**src/rtl/sony_sync_depacket_gen.sv**
```systemverilog
// sony_sync_depacket_gen: Sony SAV/EAV depacketiser for 8..12-bit sensor words.
// Tracks frames from the embedded sync codes, windows out the active Bayer
// area and flags SOF/EOL, bad line lengths and loss of sync.
module sony_sync_depacket_gen #(
   parameter int DATA_W     = 10,
   parameter int LINE_WORDS = 2000,
   parameter int H_START    = 40,
   parameter int H_ACTIVE   = 1922,
   parameter int V_START    = 23,
   parameter int V_ACTIVE   = 1082,
   parameter int TIMEOUT    = 4095
) (
   input  logic              I_CLK,
   input  logic              I_Rst,
   input  logic [DATA_W-1:0] I_Cmos_Data,
   output logic [DATA_W-1:0] O_Cmos_Pixel,
   output logic              O_Cmos_Vaild,
   output logic              O_SOF,
   output logic              O_EOL,
   output logic              O_Cmos_V_Sync,
   output logic              O_Line_Err,
   output logic              O_Sync_Lost,
   output logic              O_Locked
);

   typedef enum logic [2:0] {HUNT, BLANK, VSYNC, SKIP, ACTIVE} state_t;

   localparam logic [7:0]  XY_SAV_V  = 8'h80;
   localparam logic [7:0]  XY_EAV_V  = 8'h9D;
   localparam logic [7:0]  XY_SAV_I  = 8'hAB;
   localparam logic [7:0]  XY_EAV_I  = 8'hB6;
   localparam logic [15:0] H_FIRST   = 16'(H_START);
   localparam logic [15:0] H_LAST    = 16'(H_START + H_ACTIVE - 1);
   // EAV XY arrives three words after the first EAV word
   localparam logic [15:0] EAV_IDX   = 16'(LINE_WORDS + 3);
   localparam logic [15:0] SKIP_LAST = 16'(V_START - 1);
   localparam logic [15:0] LINE_LAST = 16'(V_ACTIVE - 1);
   localparam logic [15:0] TO_LAST   = 16'(TIMEOUT - 1);

   // previous three words; with the current input they form the 4-word code window
   logic [DATA_W-1:0] hist_q [0:2];

   state_t      state_q, state_d;
   logic [15:0] word_cnt_q, word_cnt_d;
   logic [15:0] to_cnt_q, to_cnt_d;
   logic [15:0] skip_cnt_q, skip_cnt_d;
   logic [15:0] line_cnt_q, line_cnt_d;
   logic        in_line_q, in_line_d;
   logic        vsync_d, line_err_d, sync_lost_d;

   logic       pre_ok;
   logic [7:0] xy;
   logic       is_vsav, is_veav, is_isav, is_ieav;
   logic       any_sav, any_eav, any_match;
   logic       timeout;
   logic       pix_valid, sof_d, eol_d;

   assign pre_ok    = (hist_q[0] == {DATA_W{1'b1}}) && (hist_q[1] == '0) && (hist_q[2] == '0);
   assign xy        = I_Cmos_Data[DATA_W-1 -: 8];
   assign is_vsav   = pre_ok && (xy == XY_SAV_V);
   assign is_veav   = pre_ok && (xy == XY_EAV_V);
   assign is_isav   = pre_ok && (xy == XY_SAV_I);
   assign is_ieav   = pre_ok && (xy == XY_EAV_I);
   assign any_sav   = is_vsav || is_isav;
   assign any_eav   = is_veav || is_ieav;
   assign any_match = any_sav || any_eav;

   assign timeout   = !any_match && (to_cnt_q == TO_LAST) && (state_q != HUNT);

   // the code word itself is never a pixel, whatever the window says
   assign pix_valid = (state_q == ACTIVE) && in_line_q && !any_match &&
                      (word_cnt_q >= H_FIRST) && (word_cnt_q <= H_LAST);
   assign sof_d     = pix_valid && (line_cnt_q == '0) && (word_cnt_q == H_FIRST);
   assign eol_d     = pix_valid && (word_cnt_q == H_LAST);

   assign O_Locked  = (state_q != HUNT);

   // sync-code history shift register
   // NOTE: the history is reset so a stale all-ones word cannot fake a code right after reset.
   always_ff @(posedge I_CLK) begin
      if (I_Rst) begin
         hist_q[0] <= '0;
         hist_q[1] <= '0;
         hist_q[2] <= '0;
      end else begin
         hist_q[0] <= hist_q[1];
         hist_q[1] <= hist_q[2];
         hist_q[2] <= I_Cmos_Data;
      end
   end

   // next-state, counter and error-pulse logic
   always_comb begin
      // NOTE: every next value defaults to its current value first, so no latch can be inferred.
      state_d     = state_q;
      word_cnt_d  = word_cnt_q;
      to_cnt_d    = to_cnt_q;
      skip_cnt_d  = skip_cnt_q;
      line_cnt_d  = line_cnt_q;
      in_line_d   = in_line_q;
      vsync_d     = O_Cmos_V_Sync;
      line_err_d  = 1'b0;
      sync_lost_d = 1'b0;

      if (any_sav)
         word_cnt_d = '0;
      else if (!any_match && (word_cnt_q != 16'hFFFF))
         word_cnt_d = word_cnt_q + 16'd1;

      if (is_vsav)
         in_line_d = 1'b1;
      else if (is_isav || any_eav)
         in_line_d = 1'b0;

      if (any_match || timeout)
         to_cnt_d = '0;
      else if (to_cnt_q != TO_LAST)
         to_cnt_d = to_cnt_q + 16'd1;

      if (is_veav && ((state_q == VSYNC) || (state_q == SKIP) || (state_q == ACTIVE)) &&
          (word_cnt_q != EAV_IDX))
         line_err_d = 1'b1;

      if (timeout) begin
         state_d     = HUNT;
         vsync_d     = 1'b0;
         sync_lost_d = 1'b1;
         skip_cnt_d  = '0;
         line_cnt_d  = '0;
      end else begin
         case (state_q)
            HUNT:   if (is_ieav) state_d = BLANK;
            BLANK:  if (is_vsav) begin
                       state_d = VSYNC;
                       vsync_d = 1'b1;
                    end
            VSYNC:  if (is_veav) begin
                       vsync_d    = 1'b0;
                       skip_cnt_d = '0;
                       line_cnt_d = '0;
                       state_d    = (V_START == 0) ? ACTIVE : SKIP;
                    end
            SKIP:   if (is_veav) begin
                       if (skip_cnt_q == SKIP_LAST) begin
                          skip_cnt_d = '0;
                          state_d    = ACTIVE;
                       end else begin
                          skip_cnt_d = skip_cnt_q + 16'd1;
                       end
                    end
            ACTIVE: if (is_isav || is_ieav) begin
                       sync_lost_d = 1'b1;
                       line_cnt_d  = '0;
                       state_d     = BLANK;
                    end else if (is_veav) begin
                       if (line_cnt_q == LINE_LAST) begin
                          line_cnt_d = '0;
                          state_d    = BLANK;
                       end else begin
                          line_cnt_d = line_cnt_q + 16'd1;
                       end
                    end
            default: state_d = HUNT;
         endcase
      end
   end

   // state and counter registers
   // NOTE: non-blocking assignments so every register samples pre-edge values.
   always_ff @(posedge I_CLK) begin
      if (I_Rst) begin
         state_q    <= HUNT;
         word_cnt_q <= '0;
         to_cnt_q   <= '0;
         skip_cnt_q <= '0;
         line_cnt_q <= '0;
         in_line_q  <= 1'b0;
      end else begin
         state_q    <= state_d;
         word_cnt_q <= word_cnt_d;
         to_cnt_q   <= to_cnt_d;
         skip_cnt_q <= skip_cnt_d;
         line_cnt_q <= line_cnt_d;
         in_line_q  <= in_line_d;
      end
   end

   // registered pixel, marker and status outputs
   always_ff @(posedge I_CLK) begin
      if (I_Rst) begin
         O_Cmos_Pixel  <= '0;
         O_Cmos_Vaild  <= 1'b0;
         O_SOF         <= 1'b0;
         O_EOL         <= 1'b0;
         O_Cmos_V_Sync <= 1'b0;
         O_Line_Err    <= 1'b0;
         O_Sync_Lost   <= 1'b0;
      end else begin
         O_Cmos_Pixel  <= pix_valid ? I_Cmos_Data : '0;
         O_Cmos_Vaild  <= pix_valid;
         O_SOF         <= sof_d;
         O_EOL         <= eol_d;
         O_Cmos_V_Sync <= vsync_d;
         O_Line_Err    <= line_err_d;
         O_Sync_Lost   <= sync_lost_d;
      end
   end

endmodule

```
**config.mk**
```make
export PLATFORM = sky130hd
export DESIGN_NAME = sony_sync_depacket_gen
export DESIGN_NICKNAME = d
export VERILOG_FILES = /design/src/rtl/sony_sync_depacket_gen.sv
export SDC_FILE = /design/constraint.sdc
export NUM_CORES = 1
export LEC_CHECK = 0
export CAP_MARGIN = 5
export CORE_AREA = 10 10 105 107
export DETAILED_ROUTE_END_ITERATION = 16
export DIE_AREA = 0 0 115 117
export PLACE_DENSITY = 0.81
export SYNTH_ARGS = -nofsm -noshare
export SYNTH_HDL_FRONTEND = slang
export SYNTH_SLANG_ARGS = --single-unit
```
**constraint.sdc**
```tcl
create_clock -name I_CLK -period 3.29 [get_ports I_CLK]
set_clock_uncertainty 0.05 [all_clocks]
set_input_delay 0.4935 -clock I_CLK [delete_from_list [all_inputs] [get_ports I_CLK]]
set_output_delay 0.4935 -clock I_CLK [all_outputs]
set_load 0.01 [all_outputs]
```
==> results_dict.tcl, run 1 <==
set metrics [dict create \
    vias_per_cell 5.97 \
    coreArea_mm2 0.00902 \
    antenna_found_initial 0 \
    synth_mux_area_share_pct 0.190 \
    die_w_um 115 \
    synth_warnings 0 \
    max-slew-margin-rel_pct 53.0 \
    ys.flop_type "dfxtp_1" \
    detail_route.iter0.violations 346 \
    power_mw 3.30 \
    clock_sinks 114 \
    finalMaxSlewViolations 0 \
    gp_congestion 0.844 \
    synthAdderAreaFrac_pct 2.37 \
    ys_seq_elements 114 \
    drv_cap 0 \
    die_area_mm2 0.0135 \
    num_io_pins 29 \
    fin_nets 662 \
    synth_area_mm2 0.00528 \
    clock_latency_ns 0.53 \
    ys_seq_area_share_pct 43.2 \
    drc 0 \
    p_per_area_mw_per_mm2 529 \
    syn_to_final_growth_pct 18.1 \
    final_critical_path_setup_slack_ns 0.557 \
    synth_area_leaders "dfxtp_1 43%, nor2b_1 3.9%, nor2_1 3.7%" \
    async_reset_ff_share_pct 0 \
    cts_root_buffer "clkbuf_8" \
    yosysMostFrequentCell "dfxtp_1" \
    pwr-share-comb_pct 3.2 \
    wl_per_cell_um 15.7 \
    hold_violations 0 \
    grt_pass1_vias 4361 \
    start_kind "flip-flop" \
    cp-end-kind "flip-flop" \
    clockPowerShare_pct 53.8 \
    vias 4556 \
    post-dp-hpwl_um 8050 \
    fin_crit_sh_pct 83.1 \
    grtUsageTotal_pct 18.9 \
    final.min_clock_period_ns 2.73 \
    peakVddDrop_mv 0.398 \
    first_pass_iters 6 \
    antenna_cells 0 \
    h-tree-depth 4 \
    synth_top_area_share_pct 43.2 \
    yosysUniqueCellTypes 59 \
    pwr-share-seq_pct 43.0 \
    initial_core_util_pct 58.5 \
    rows 35 \
    port-buffer-count 28 \
    ctsResizeCount 0 \
    synth_edf_count 0 \
    pre_cts_ws_ns 0.248 \
    grt_start_max_net_pins 31 \
    die_h_um 117 \
    worst_slew_pin_slew_ns 0.700 \
    cp_max_fo 18 \
    drive_above_1_share_pct 8.90 \
    synth_area_per_cell_um2 8.66 \
    grt_overflow 0 \
    path_clk_slew_ns 0.06 \
    cts_tree "yes" \
    cts_buffer_depth 2 \
    ant_nets 0 \
    timing.setup.tns_ns 0 \
    swShare_pct 22.2 \
    totalWireLength_um 12000 \
    grt_pass1_wl_um 20800 \
    setup_viol 0 \
    yosysTopAreaCell "dfxtp_1" \
    cts_buffers 17 \
    place_area_mm2 0.00566 \
    cp.arrival_ns 3.14 \
    synth_compound_area_share_pct 11.3 \
    hp-class "reg -> reg" \
    syn_nets 632 \
    syn_inst 610 \
    final_area_mm2 0.00623 \
    status "complete, no violations" \
    synth_common_cells "114 x dfxtp_1, 52 x nor2_1, 46 x nand2_1" \
    synth_top_family_by_area "simple AND/OR/NAND/NOR gates" \
    rsz0062_at_grt "false" \
    fmaxAchievable_mhz 366 \
    required_ns 3.70 \
    postCtsSetupBuffers 0 \
    path_class "reg -> reg" \
    yosys.area_share.simple_pct 34.5 \
    p_int_mw 2.56 \
    p_switching_uw 733 \
    p_leak_nw 2.15 \
    holdBufCountCts 0 \
    synth_xor_area_share_pct 5.31 \
]
per-stage QoR:
stage | utilization (%) | hold WS (ns) | cells
floorplan | - | 0.378 | 610
global route | 69.1 | 0.424 | 763
detailed placement | 62.7 | 0.403 | 732
global placement | 62.7 | 0.396 | 732
finish | 69.1 | 0.412 | 763
CTS | 69.1 | 0.411 | 763
registers in the layout (all words and copies together), names as in the netlist:
register / flops
O_Cmos_Vaild: 1
hist_q: 30
skip_cnt_q: 16
O_Sync_Lost: 1
O_Cmos_Pixel: 10
O_SOF: 1
word_cnt_q: 16
state_q: 3
O_Line_Err: 1
line_cnt_q: 16
to_cnt_q: 16
O_Cmos_V_Sync: 1
in_line_q: 1
O_EOL: 1
layer usage:
layer  GRT usage [%]  up-vias  wire (µm)
met3            4.49       25        532
met4            8.00        0        186
met1            22.6     2153       5190
met2            31.9      126       6060
li1                -     2252          -
met5               0        -          0
critical path: stages, from the launching register on:
cell,delay (ns)
dfxtp_1,0.32
or4_4,0.55
or4_4,0.58
nor2_4,0.26
o211ai_4,0.24
or4b_1,0.51
a21oi_1,0.14
power groups by stage:
stage | Sequential, mW | Clock (mW) | Combinational (mW)
2_1_floorplan | 1.44 | 0 | 0.0723
3_3_place_gp | 1.45 | 0 | 0.103
3_5_place_dp | 1.45 | 0 | 0.105
4_1_cts | 1.42 | 1.79 | 0.107
5_1_grt | 1.42 | 1.85 | 0.120
6_report | 1.42 | 1.77 | 0.107
final timing paths:
| kind | from | end | slack, ns | depth (start not counted) |
|---|---|---|---|---|
| worst max-delay path | hist_q[0][11] | line_cnt_q[9] | 0.56 | 6 |
| worst min register to register | hist_q[0][19] | hist_q[0][9] | 0.41 | 1 |
| worst min-delay path | hist_q[0][19] | hist_q[0][9] | 0.41 | 1 |
| worst max register to register | hist_q[0][11] | line_cnt_q[9] | 0.56 | 6 |
layout by cell type (no fill, tap or decap), types with 5 or more instances in the layout:
master             n
nor4b_1            6
a211oi_1           6
and2_1            13
buf_4              9
a31oi_1            5
nand3_1           25
clkdlybuf4s50_1   28
nor3_1            20
a21oi_1           35
nand2_1           46
nand3b_1           8
xor2_1            13
nor3b_1            7
nor4_1            15
dfxtp_1          114
nor2_1            52
clkbuf_16         16
nor2_2            10
nor2b_1           33
or4_1              8
and4_1            12
nand4_1           20
xnor2_1           19
and3_1            14
inv_1             15
o21ai_0           25
ha_1              10
or3_1             11
area by class of cell:
cell class / instances / area, µm²
multi-input cells: 455 / 2830
fillers: 666 / 2790
flip-flops and latches: 114 / 2280
clock buffers: 20 / 445
repair buffers: 37 / 348
well taps: 111 / 139
clock inverters: 11 / 131
inverters: 15 / 56.3
cell families (layout without fill, tap and decap cells):
family / count (synthesis) / in the layout
muxes: 1 / 1
DFF: 114 / 114
xor gates and xnor gates: 32 / 32
adders and majority gates: 10 / 10
and+or+nand+nor: 319 / 319
buffers and inverters: 41 / 83
AOI/OAI and AO/OA: 93 / 93
Note: power is estimated with default switching activity, not from simulation.
==> run 2: changes to the inputs <==
- CORE_AREA: 10 10 105 107 -> 10 10 110 112
- DIE_AREA: 0 0 115 117 -> 0 0 120 122
- PLACE_DENSITY: 0.81 -> 0.77
- clock period: 3.29 -> 2.3 ns (I/O delays scaled with it)
==> run 2 against run 1 <==
Compared with the run above:
- the flow now finishes with violations (setup timing)
- fmax rose by 11%
- final area rose by 13%
- clock power grew 46%
- register-to-register slack got worse by 0.73 ns
- final cell count is 13% higher
- first-iteration DRC count is 35% higher
- via count up 11%
- critical path type unchanged
- largest cell class unchanged
==> results_dict.tcl, run 2 (synthesized netlist as in run 1, its figures left out) <==
set metrics [dict create \
    status "finished with violations" \
    violations "setup timing" \
    clock_sinks 114 \
    finalMaxSlewViolations 0 \
    post-dp-hpwl_um 9390 \
    cp-end-kind "flip-flop" \
    syn_to_final_growth_pct 33.9 \
    pwr-share-seq_pct 42.1 \
    port-buffer-count 28 \
    clockPowerShare_pct 53.5 \
    required_ns 2.68 \
    cts_root_buffer "clkbuf_8" \
    cpMaxStageDelayCell "or4_4" \
    reg2reg_depth 7 \
    rows 37 \
    power_mw 4.82 \
    top_register "hist_q" \
    drv_cap 0 \
    worst_slew_pin_slew_ns 0.562 \
    p_int_mw 3.68 \
    ant_nets 0 \
    drive_above_1_share_pct 21.8 \
    critPathMaxStageDelay_ns 0.54 \
    h-tree-depth 4 \
    rsz0062_at_grt "true" \
    hp-class "in -> reg" \
    path_cells "or4_4 -> or4_4 -> nor2_4 -> buf_6 -> a31oi_4 -> or3b_4 -> a211oi_2" \
    r2r_slack_ns -0.17 \
    fin_nets 738 \
    cp_max_fo 4 \
    pre_cts_ws_ns -0.437 \
    grt_overflow 0 \
    p_per_area_mw_per_mm2 681 \
    vias 5050 \
    cts_buffers 17 \
    grt_start_max_net_pins 31 \
    p_switching_mw 1.13 \
    drc 0 \
    fmaxAchievable_mhz 404 \
    fin_crit_sh_pct 107 \
    antenna_found_initial 0 \
    endpoint "state_q[1]" \
    antenna_cells 0 \
    die_w_um 120 \
    cp-startpoint "hist_q[0][12]" \
    hold_violations 0 \
    coreArea_mm2 0.0100 \
    wl_per_cell_um 16.8 \
    cts_buffer_depth 2 \
    grt_pass1_wl_um 24300 \
    initial_core_util_pct 52.6 \
    layout_common_cells "113 x dfxtp_1, 73 x buf_4, 50 x nor2_1" \
    gp_congestion 0.891 \
    setup_viol 68 \
    layout_commonest_cell "dfxtp_1" \
    clock_latency_ns 0.52 \
    totalWireLength_um 14600 \
    rr_startpoint "hist_q[0][12]" \
    crit_path_frequent_cell "or4_4" \
    peakVddDrop_mv 0.734 \
    max-slew-margin-rel_pct 62.4 \
    num_io_pins 29 \
    largest_reg_flops 30 \
    cts_tree "yes" \
    start_kind "flip-flop" \
    detail_route.iter0.violations 467 \
    cp.arrival_ns 2.86 \
    worstReg2RegEnd "state_q[1]" \
    die_h_um 122 \
    grtUsageTotal_pct 20.0 \
    path_clk_slew_ns 0.06 \
    timing.setup.tns_ns -3.72 \
    path_class "reg -> reg" \
    pwr-share-comb_pct 4.4 \
    whs_path_depth 2 \
    final_critical_path_setup_slack_ns -0.172 \
    whs_ns 0.360 \
    swShare_pct 23.5 \
    final.min_clock_period_ns 2.47 \
    die_area_mm2 0.0146 \
    grt_pass1_vias 5103 \
    vias_per_cell 5.84 \
    p_leak_nw 2.57 \
    first_pass_iters 5 \
]
run 2: cell count changes in the layout (fill, tap and decap cells not counted), moves of 3 or more:
cell,before,now
a21oi_1,35,32
buf_6,0,8
buf_4,9,73
a211oi_1,6,3
a21oi_2,0,3
a211oi_2,0,3
inv_6,1,5
run 2: layout make-up:
class	count	area, µm²
fill	712	2970
clock buffer	17	414
clock inverter	15	174
tap	136	170
sequential	114	2280
timing repair buffer	112	985
inverter	15	56.3
multi-input combinational	456	2990
run 2: repair_timing:
action / 4_1_cts / 5_1_grt
endpoints found under the setup margin: 79 / 71
setup buffers: 5 / 1
pin swaps: 4 / 1
hold buffers: 0 / 0
gates cloned: 3 / 1
resized for setup: 16 / 22
run 2: how the worst min path moves through the flow:
stage                               from       endpoint  slack, ns
after floorplan            hist_q[0][15]   hist_q[0][5]       0.38
after global placement     hist_q[0][12]   hist_q[0][2]       0.39
after detailed placement   hist_q[0][21]  hist_q[0][11]       0.41
after CTS                 I_Cmos_Data[0]  hist_q[0][20]       0.35
after global routing      I_Cmos_Data[0]  hist_q[0][20]       0.36
final                     I_Cmos_Data[0]  hist_q[0][20]       0.36
run 2: worst max-delay path, delay by kind of cell, from the launching register on:
| kind | cells | cell delay, ns |
|---|---|---|
| flip-flops | 1 | 0.32 |
| buffers and inverters | 1 | 0.14 |
| AND/OR/NAND/NOR | 4 | 1.61 |
| AO/OA/AOI/OAI | 2 | 0.28 |
run 2: stage by stage:
step           instances  cell area (µm²)  utilization, %
4_1_cts              863             6950            69.2
3_5_place_dp         823             6220            61.9
5_1_grt              865             7070            70.4
6_report             865             7070            70.4
2_1_floorplan        610             5310               -
3_3_place_gp         823             6220            61.9
run 2: power by group through the flow:
stage	clock (mW)	combinational (mW)	sequential (mW)
floorplan	0	0.105	2.06
global placement	0	0.184	2.07
detailed placement	0	0.188	2.07
CTS	2.61	0.206	2.03
global route	2.70	0.227	2.03
finish	2.58	0.210	2.03
run 2: layer usage:
layer	up-vias	global-route usage, %	part of all wire (%)
met1	2448	22.6	41
met5	-	0	0
li1	2413	-	-
met3	25	3.98	4.8
met4	0	7.69	1.7
met2	164	36.5	53
==> run 3: changes to the inputs <==
- CAP_MARGIN: 5 -> default
==> results of run 3 <==
No change in the layout: final DEF, timing and power equal those of run 2.
